===== config.mk =====
export PLATFORM = sky130hd
export DESIGN_NAME = uart_rx
export DESIGN_NICKNAME = d
export VERILOG_FILES = /design/src/rtl/uart_pkg.sv /design/src/rtl/uart_sync.sv /design/src/rtl/uart_rx.sv
export SDC_FILE = /design/constraint.sdc
export NUM_CORES = 1
export LEC_CHECK = 0
export CAP_MARGIN = 20
export CORE_MARGIN = 10
export CORE_UTILIZATION = 45
export DETAILED_ROUTE_END_ITERATION = 10
export PLACE_DENSITY = 0.65
export SYNTH_ARGS = -nofsm -noshare
export SYNTH_HDL_FRONTEND = slang
export SYNTH_HIERARCHICAL = 1
export SYNTH_SLANG_ARGS = --single-unit

===== constraint.sdc =====
create_clock -name clk -period 2.25 [get_ports clk]
set_input_delay 0.45 -clock clk [delete_from_list [all_inputs] [get_ports clk]]
set_output_delay 0.45 -clock clk [all_outputs]
set_load 0.01 [all_outputs]

===== src/rtl/uart_pkg.sv =====
// Shared UART definitions: receiver FSM encoding, frame width and default bit timing.
package uart_pkg;

  localparam int UART_DATA_BITS    = 8;
  localparam int UART_CLKS_PER_BIT = 16;

  typedef enum logic [2:0] {
    WAIT_HIGH,
    IDLE,
    START,
    DATA,
    PARITY,
    STOP
  } rx_state_t;

  function automatic logic even_parity(input logic [UART_DATA_BITS-1:0] bits);
    return ^bits;
  endfunction

endpackage


===== src/rtl/uart_sync.sv =====
// Two-flop synchronizer for an asynchronous input; both flops reset to RESET_VAL.
module uart_sync #(
  parameter logic RESET_VAL = 1'b1
) (
  input  logic clk,
  input  logic res,
  input  logic raw,
  output logic synced
);

  logic meta;

  always_ff @(posedge clk) begin
    if (res) begin
      meta   <= RESET_VAL;
      synced <= RESET_VAL;
    end else begin
      meta   <= raw;
      synced <= meta;
    end
  end

endmodule


===== src/rtl/uart_rx.sv =====
// UART receiver, 8N1 LSB first, with a one-entry holding register (valid/rd handshake).
// Define UART_RX_PARITY_EN to receive an even-parity bit and add the parityErr output.
module uart_rx
  import uart_pkg::*;
#(
  parameter int CLKS_PER_BIT = UART_CLKS_PER_BIT  // even and >= 4
) (
  input  logic       clk,
  input  logic       res,
  input  logic       serialIn,
  output logic [7:0] data,
  output logic       valid,
  input  logic       rd,
  output logic       overrun,
  output logic       frameErr
`ifdef UART_RX_PARITY_EN
  ,
  output logic       parityErr
`endif
);

  localparam int CNT_W = $clog2(CLKS_PER_BIT);
  localparam logic [CNT_W-1:0] CNT_LAST = CNT_W'(CLKS_PER_BIT - 1);
  localparam logic [CNT_W-1:0] CNT_HALF = CNT_W'(CLKS_PER_BIT / 2 - 1);
  // Three consecutive highs outlast the synchronizer's reset value, so a line
  // held low through reset cannot masquerade as an idle line.
  localparam logic [CNT_W-1:0] CNT_HIGH_OK = CNT_W'(2);
  localparam logic [2:0] LAST_BIT = 3'(UART_DATA_BITS - 1);

  logic                      rxd;
  rx_state_t                 state;
  logic [CNT_W-1:0]          cnt;
  logic [2:0]                bit_idx;
  logic [UART_DATA_BITS-1:0] shift;
`ifdef UART_RX_PARITY_EN
  logic                      par_bit;
`endif

  uart_sync #(.RESET_VAL(1'b1)) u_sync (
    .clk    (clk),
    .res    (res),
    .raw    (serialIn),
    .synced (rxd)
  );

  always_ff @(posedge clk) begin
    if (res) begin
      state    <= WAIT_HIGH;
      cnt      <= '0;
      bit_idx  <= '0;
      shift    <= '0;
      data     <= '0;
      valid    <= 1'b0;
      overrun  <= 1'b0;
      frameErr <= 1'b0;
`ifdef UART_RX_PARITY_EN
      par_bit   <= 1'b0;
      parityErr <= 1'b0;
`endif
    end else begin
      frameErr <= 1'b0;
`ifdef UART_RX_PARITY_EN
      parityErr <= 1'b0;
`endif
      if (rd && valid) begin
        valid   <= 1'b0;
        overrun <= 1'b0;
      end

      case (state)
        WAIT_HIGH: begin
          if (!rxd) begin
            cnt <= '0;
          end else if (cnt == CNT_HIGH_OK) begin
            cnt   <= '0;
            state <= IDLE;
          end else begin
            cnt <= cnt + 1'b1;
          end
        end

        IDLE: begin
          if (!rxd) begin
            cnt   <= '0;
            state <= START;
          end
        end

        START: begin
          if (cnt == CNT_HALF) begin
            cnt <= '0;
            if (!rxd) begin
              bit_idx <= '0;
              state   <= DATA;
            end else begin
              state <= IDLE;
            end
          end else begin
            cnt <= cnt + 1'b1;
          end
        end

        DATA: begin
          if (cnt == CNT_LAST) begin
            cnt             <= '0;
            shift[bit_idx]  <= rxd;
            bit_idx         <= bit_idx + 3'd1;
            if (bit_idx == LAST_BIT) begin
`ifdef UART_RX_PARITY_EN
              state <= PARITY;
`else
              state <= STOP;
`endif
            end
          end else begin
            cnt <= cnt + 1'b1;
          end
        end

`ifdef UART_RX_PARITY_EN
        PARITY: begin
          if (cnt == CNT_LAST) begin
            cnt     <= '0;
            par_bit <= rxd;
            state   <= STOP;
          end else begin
            cnt <= cnt + 1'b1;
          end
        end
`endif

        STOP: begin
          if (cnt == CNT_LAST) begin
            cnt <= '0;
            if (!rxd) begin
              frameErr <= 1'b1;
              state    <= WAIT_HIGH;
            end else begin
              state <= IDLE;
`ifdef UART_RX_PARITY_EN
              if (par_bit != even_parity(shift)) begin
                parityErr <= 1'b1;
              end else
`endif
              // A read on the delivery edge frees the register for the new byte.
              if (!valid || rd) begin
                data  <= shift;
                valid <= 1'b1;
              end else begin
                overrun <= 1'b1;
              end
            end
          end else begin
            cnt <= cnt + 1'b1;
          end
        end

        default: begin
          cnt   <= '0;
          state <= WAIT_HIGH;
        end
      endcase
    end
  end

endmodule

# Word-level counts from Yosys, hierarchy flattened
# Index checks and enable logic that the tools add are counted.
totals:
  ff_bits: 31
  inputBits: 4
  rom_bits: 0
  wordCells: 78
  n_memories: 0
  ram_bits: 0
  output_inout_bits: 11
  latchBits: 0
op_classes:
  n_mux: 34
  n_addsub: 2
  n_lt_le_gt_ge: 2
  n_reduce_logical: 12
  n_mul: 0
  div_mod_pow: 0
  shift: 0
  n_eq_ne: 16
  bitwise: 2
op_table:
  columns: ["cell", "count"]
  rows:
  - ["$mux W3", 10]
  - ["$mux W4", 5]
  - ["$pmux W4 S4", 1]
  - ["$pmux W3 S5", 1]
  - ["$ne A2 B2 Y1 const B", 7]
  - ["$mux W1", 13]
  - ["$bwmux W8", 1]
  - ["$reduce_and A4 Y1", 2]
  - ["$reduce_and A7 Y1", 1]
  - ["$eq A3 B2 Y1 const B", 2]
  - ["$eq A3 B3 Y1 const B", 2]
  - ["$pmux W3 S2", 1]
  - ["$add A4 B1 Y4 const B", 1]
  - ["$eq A4 B2 Y1 const B", 1]
  - ["$eq A4 B3 Y1 const B", 1]
  - ["$eq A4 B4 Y1 const B", 1]
  - ["$lt A3 B4 Y1 const B", 1]
  - ["$add A3 B1 Y3 const B", 1]
  - ["$demux W1 S3", 1]
  - ["$eq A3 B1 Y1 const B", 1]
  - ["$ge A3 B1 Y1 const B", 1]
  - ["$logic_not A3 Y1", 1]
  - ["$reduce_or A3 Y1", 1]
  - ["$logic_and A1 B1 Y1", 2]
  - ["8 further kinds", 9]

# Longest topological paths before layout
logic_depth:
  depth_word: 6
  ltp_mapped: 6
  ltp_nobuf: 6

# Hierarchy
# Netlist, hierarchy kept.
modules_own_cells:
  columns: ["module", "seq_area_each_um2", "cells_per_inst", "area_each_um2", "n_inst"]
  rows:
  - ["uart_rx", 580.6, 166, 1488.9, 1]
  - ["uart_sync", 40.0, 4, 52.6, 1]

# Worst setup path after synthesis
# OpenSTA, ideal clock, no wires.
synth_timing:
  kind: "register to register"
  from: "register cnt[0]"
  to: "register data[2]"
  period_less_slack_ns: 1.498
  slack_ns: 0.752
  required_time_ns: 2.122
  stages_incl_launch_ff: 7
  n_path_buf: 1
  setup_ns: 0.128
  t_arrival_ns: 1.371
  path_cell_list: "dfxtp_1 ha_1 and4_4 nand4_4 buf_6 mux2i_1 nor2_1"
synth_via:
  elab_chain_cells: 2
synth_rtl:
  columns: ["element", "line_no", "rtl"]
  rows:
  - ["start: declaration", "uart_rx.sv:32", "logic [CNT_W-1:0] cnt;"]
  - ["start signal: assignment", "uart_rx.sv:78", "cnt <= cnt + 1'b1;"]
  - ["start signal: assignment", "uart_rx.sv:99", "cnt <= cnt + 1'b1;"]
  - ["start signal: assignment", "uart_rx.sv:116", "cnt <= cnt + 1'b1;"]
  - ["$eq A4 B4 Y1", "uart_rx.sv:133", "if (cnt == CNT_LAST) begin"]
  - ["$reduce_and A4 Y1 (no line)", null, null]
  - ["end signal: assignment", "uart_rx.sv:147", "data <= shift;"]
  - ["end: declaration", "uart_rx.sv:11", "output logic [7:0] data,"]
# No other way between the ends.
# A chain may end at the register's enable or synchronous reset.

# Worst setup path after layout
layout_timing:
  from: "register cnt[0]"
  to: "register cnt[0]"
layout_via:
  elab_chain_cells: 4
  word_cells_on_any_way: 9
  classes_between: "1 x add/sub; 3 x eq/ne; 5 x mux"
layout_rtl:
  columns: ["element", "line_no", "rtl"]
  rows:
  - ["$add A4 B1 Y4 / $eq A4 B2 Y1 (equally long branches)", null, null]
  - ["$mux W4", "uart_rx.sv:74", "end else if (cnt == CNT_HIGH_OK) begin"]
  - ["$mux W4", "uart_rx.sv:72", "if (!rxd) begin"]
  - ["$pmux W4 S4 (*)", "uart_rx.sv:70", "case (state)"]
# Every way passes the cells marked *; elsewhere a longest branch is shown, timed or not.

==> reports/results.tsv <==
metric	value	unit
period_needed	1740	ps
wirelength	3.23	mm
clock-sinks	31	
post-dp-hpwl	2.32	mm
fp.dieW	78.5	um
syn-num-nets	178	
timing.fmax	0.574	GHz
vias	1269	
synthArstFlopShare	0	
synth_area	0.00154	mm2
syn_area_per_cell	9.07	um2
htreeDepth	2	
ff2ff_path_depth	5	
cts_tree	yes	
worstHoldPathCells	1	
min_period_over_period	0.775	
drv_cap	0	
path_buf_inv	0	
cts_setup_buffers	0	
critPathMaxFanout	7	
rows	21	
setup_ws	507	ps
ant_nets	0	
firstDrtPassIters	4	
fin_hold_ws	420	ps
dp.cells	223	
min_path_type	reg -> reg	
clock_latency	330	ps
stdcell_area	0.00179	mm2
dieArea	0.00617	mm2
critical_path_class	reg -> reg	
clk_pin_slew	100	ps
io_buffer_count	14	
grt_usage	0.110	
synth-seq-area-share	0.403	
slew_headroom	0.601	
coreArea	0.00331	mm2
cts_root_buffer	clkbuf_4	
r2r_end	cnt[0]$_SDFFE_PP0N_	
cts_buffer_depth	2	
min_to	u_sync/synced$_SDFF_PP1_	
preCtsSetupSlack	501	ps
rrSetupSlack	510	ps
crit_arrival	1980	ps
start_util	0.466	
fin_util	0.540	
gp_congestion	0.861	
crit_family	compound AO/OA/AOI/OAI gates	
tightest_slew	597	ps
place_area	0.00172	mm2
setup_tns	0	ps
holdBufCountCts	0	
grt_start_max_net_pins	18	
fin_cells	231	
antenna_found_initial	0	
yosys_most_used_dff	dfxtp_1	
yosysUniqueCellTypes	50	
synth_edf_count	0	
fill_cells	343	
wl_per_cell	14.0	um
cts_resized	0	
start_kind	register	
timing.final.max_slew_violations	0	
outcome	finished clean	
slowest_stage	dfxtp_1	
endpoint_kind	register	
layout.nets	192	
grt_pass1_vias	1209	
grt_setup_unrepaired	no	
cts_inserted_buffers	5	
io_pins	15	
grt-ovfl-total	0	
setup-violations-final	0	
r2r-start	cnt[0]$_SDFFE_PP0N_	
required	2480	ps
hold_viol_final	0	
grt_pass1_wl	5.52	mm
drt_drc_violations_left	0	
drive_above_1_share	0.119	
min_from	u_sync/meta$_SDFF_PP1_	
worstPathCellList	ha_1 > nand4_4 > o2111ai_2 > o31ai_1 > a32o_1	
p_total	1.21	mW
skew	6.30	ps
netlist_instances	170	
drt-initial-drc-count	85	
p_leak	0.705	nW
vias_per_cell	5.49	
slowest_delay	410	ps
n_antenna_cell	0	
p_per_area	679	mW/mm2
die_h	78.5	um
syn_to_final_growth	16.1	%
synth_seq_cells	31	
ys.warnings.count	6	
ir_worst_vdd	0.000382	V
-- cell usage after synthesis, drive strengths merged (2+ instances only) --
master | n | area share
nor3 | 2 | 0.0097
o2111ai | 2 | 0.015
nand2b | 5 | 0.020
or2 | 2 | 0.0081
mux2i | 12 | 0.078
a22oi | 2 | 0.0097
nor2b | 4 | 0.016
nand4 | 3 | 0.032
nor3b | 2 | 0.0097
o21ai | 8 | 0.026
inv | 5 | 0.012
buf | 8 | 0.028
dfxtp | 31 | 0.40
nor2 | 20 | 0.049
a31oi | 3 | 0.012
nand2 | 14 | 0.034
clkbuf | 4 | 0.011
nand3 | 8 | 0.026
a211oi | 2 | 0.0097
a21oi | 3 | 0.0097
ha | 4 | 0.032
nor4 | 5 | 0.032
-- registers in the layout, indices dropped and copies added, names as in the netlist --
| name | flops |
|---|---|
| data | 8 |
| shift | 8 |
| cnt | 4 |
| bit_idx | 3 |
| state | 3 |
| frameErr | 1 |
| overrun | 1 |
| u_sync/meta | 1 |
| u_sync/synced | 1 |
| valid | 1 |
-- report_power, final --
part | switching [mW] | internal [mW]
Clock | 0.198 | 0.182
Combinational | 0.103 | 0.0943
Sequential | 0.0599 | 0.577
-- kinds of logic (layout without fill, tap and decap cells) --
family / Yosys count / after routing / share of synthesized area
and+or+nand+nor: 72 / 72 / 0.274
AOI/OAI and AO/OA: 32 / 32 / 0.150
DFF: 31 / 31 / 0.403
buffers and inverters: 17 / 32 / 0.0511
muxes: 12 / 12 / 0.0779
adders and majority gates: 4 / 4 / 0.0325
xor gates and xnor gates: 2 / 2 / 0.0114
-- worst register-to-register path, delay by kind of cell (launching register included) --
| kind | cells | cell delay, ps |
|---|---|---|
| adder cells (fa/ha/maj) | 1 | 340 |
| AND/OR/NAND/NOR | 1 | 210 |
| AO/OA/AOI/OAI | 3 | 680 |
| flip-flops | 1 | 410 |
-- cell usage in the layout (no fill, tap or decap), types with 2 or more instances in the layout --
master and instances:
clkbuf_8 2, a211oi_1 2, ha_1 4, a31oi_1 3
buf_4 5, o21ai_0 8, nand2b_1 5, clkdlybuf4s50_1 14
nand2_1 14, nor2b_1 4, dfxtp_1 31, clkbuf_4 5
nand4_4 2, mux2i_1 12, nor4_2 3, nor2_1 20
nand3_1 8, or2_1 2, inv_1 5, nor4_1 2
a21oi_1 3, nor3b_1 2, a22oi_1 2
-- worst max path at each step --
stage / startpoint / end / slack [ps] / cells past startpoint
after floorplan: cnt[0]$_SDFFE_PP0N_ / data[2]$_SDFFE_PP0P_ / 750 / 6
after global placement: rd / data[6]$_SDFFE_PP0P_ / 540 / 5
after detailed placement: rd / data[3]$_SDFFE_PP0P_ / 500 / 5
after CTS: valid$_SDFF_PP0_ / valid / 500 / 1
after global routing: cnt[0]$_SDFFE_PP0N_ / cnt[0]$_SDFFE_PP0N_ / 390 / 5
final: cnt[0]$_SDFFE_PP0N_ / cnt[0]$_SDFFE_PP0N_ / 510 / 5
-- routing by layer --
layer	wire length (um)	vias up	global-route usage	part of all wire
met5	0	-	0	0
met4	61	0	0.0538	0.019
met3	186	7	0.0399	0.058
met2	1420	35	0.164	0.44
met1	1560	589	0.136	0.48
li1	-	638	-	-
-- area by class of cell --
type / count / area (um2) / share of cell area
inverters: 5 / 18.8 / 0.0105
clock buffers: 7 / 65.1 / 0.0364
multi-input cells: 122 / 842 / 0.471
flip-flops and latches: 31 / 621 / 0.347
well taps: 46 / 57.6 / 0.0322
clock inverters: 1 / 7.51 / 0.00420
repair buffers: 19 / 178 / 0.0993
Power figures use the tool's default switching activity.
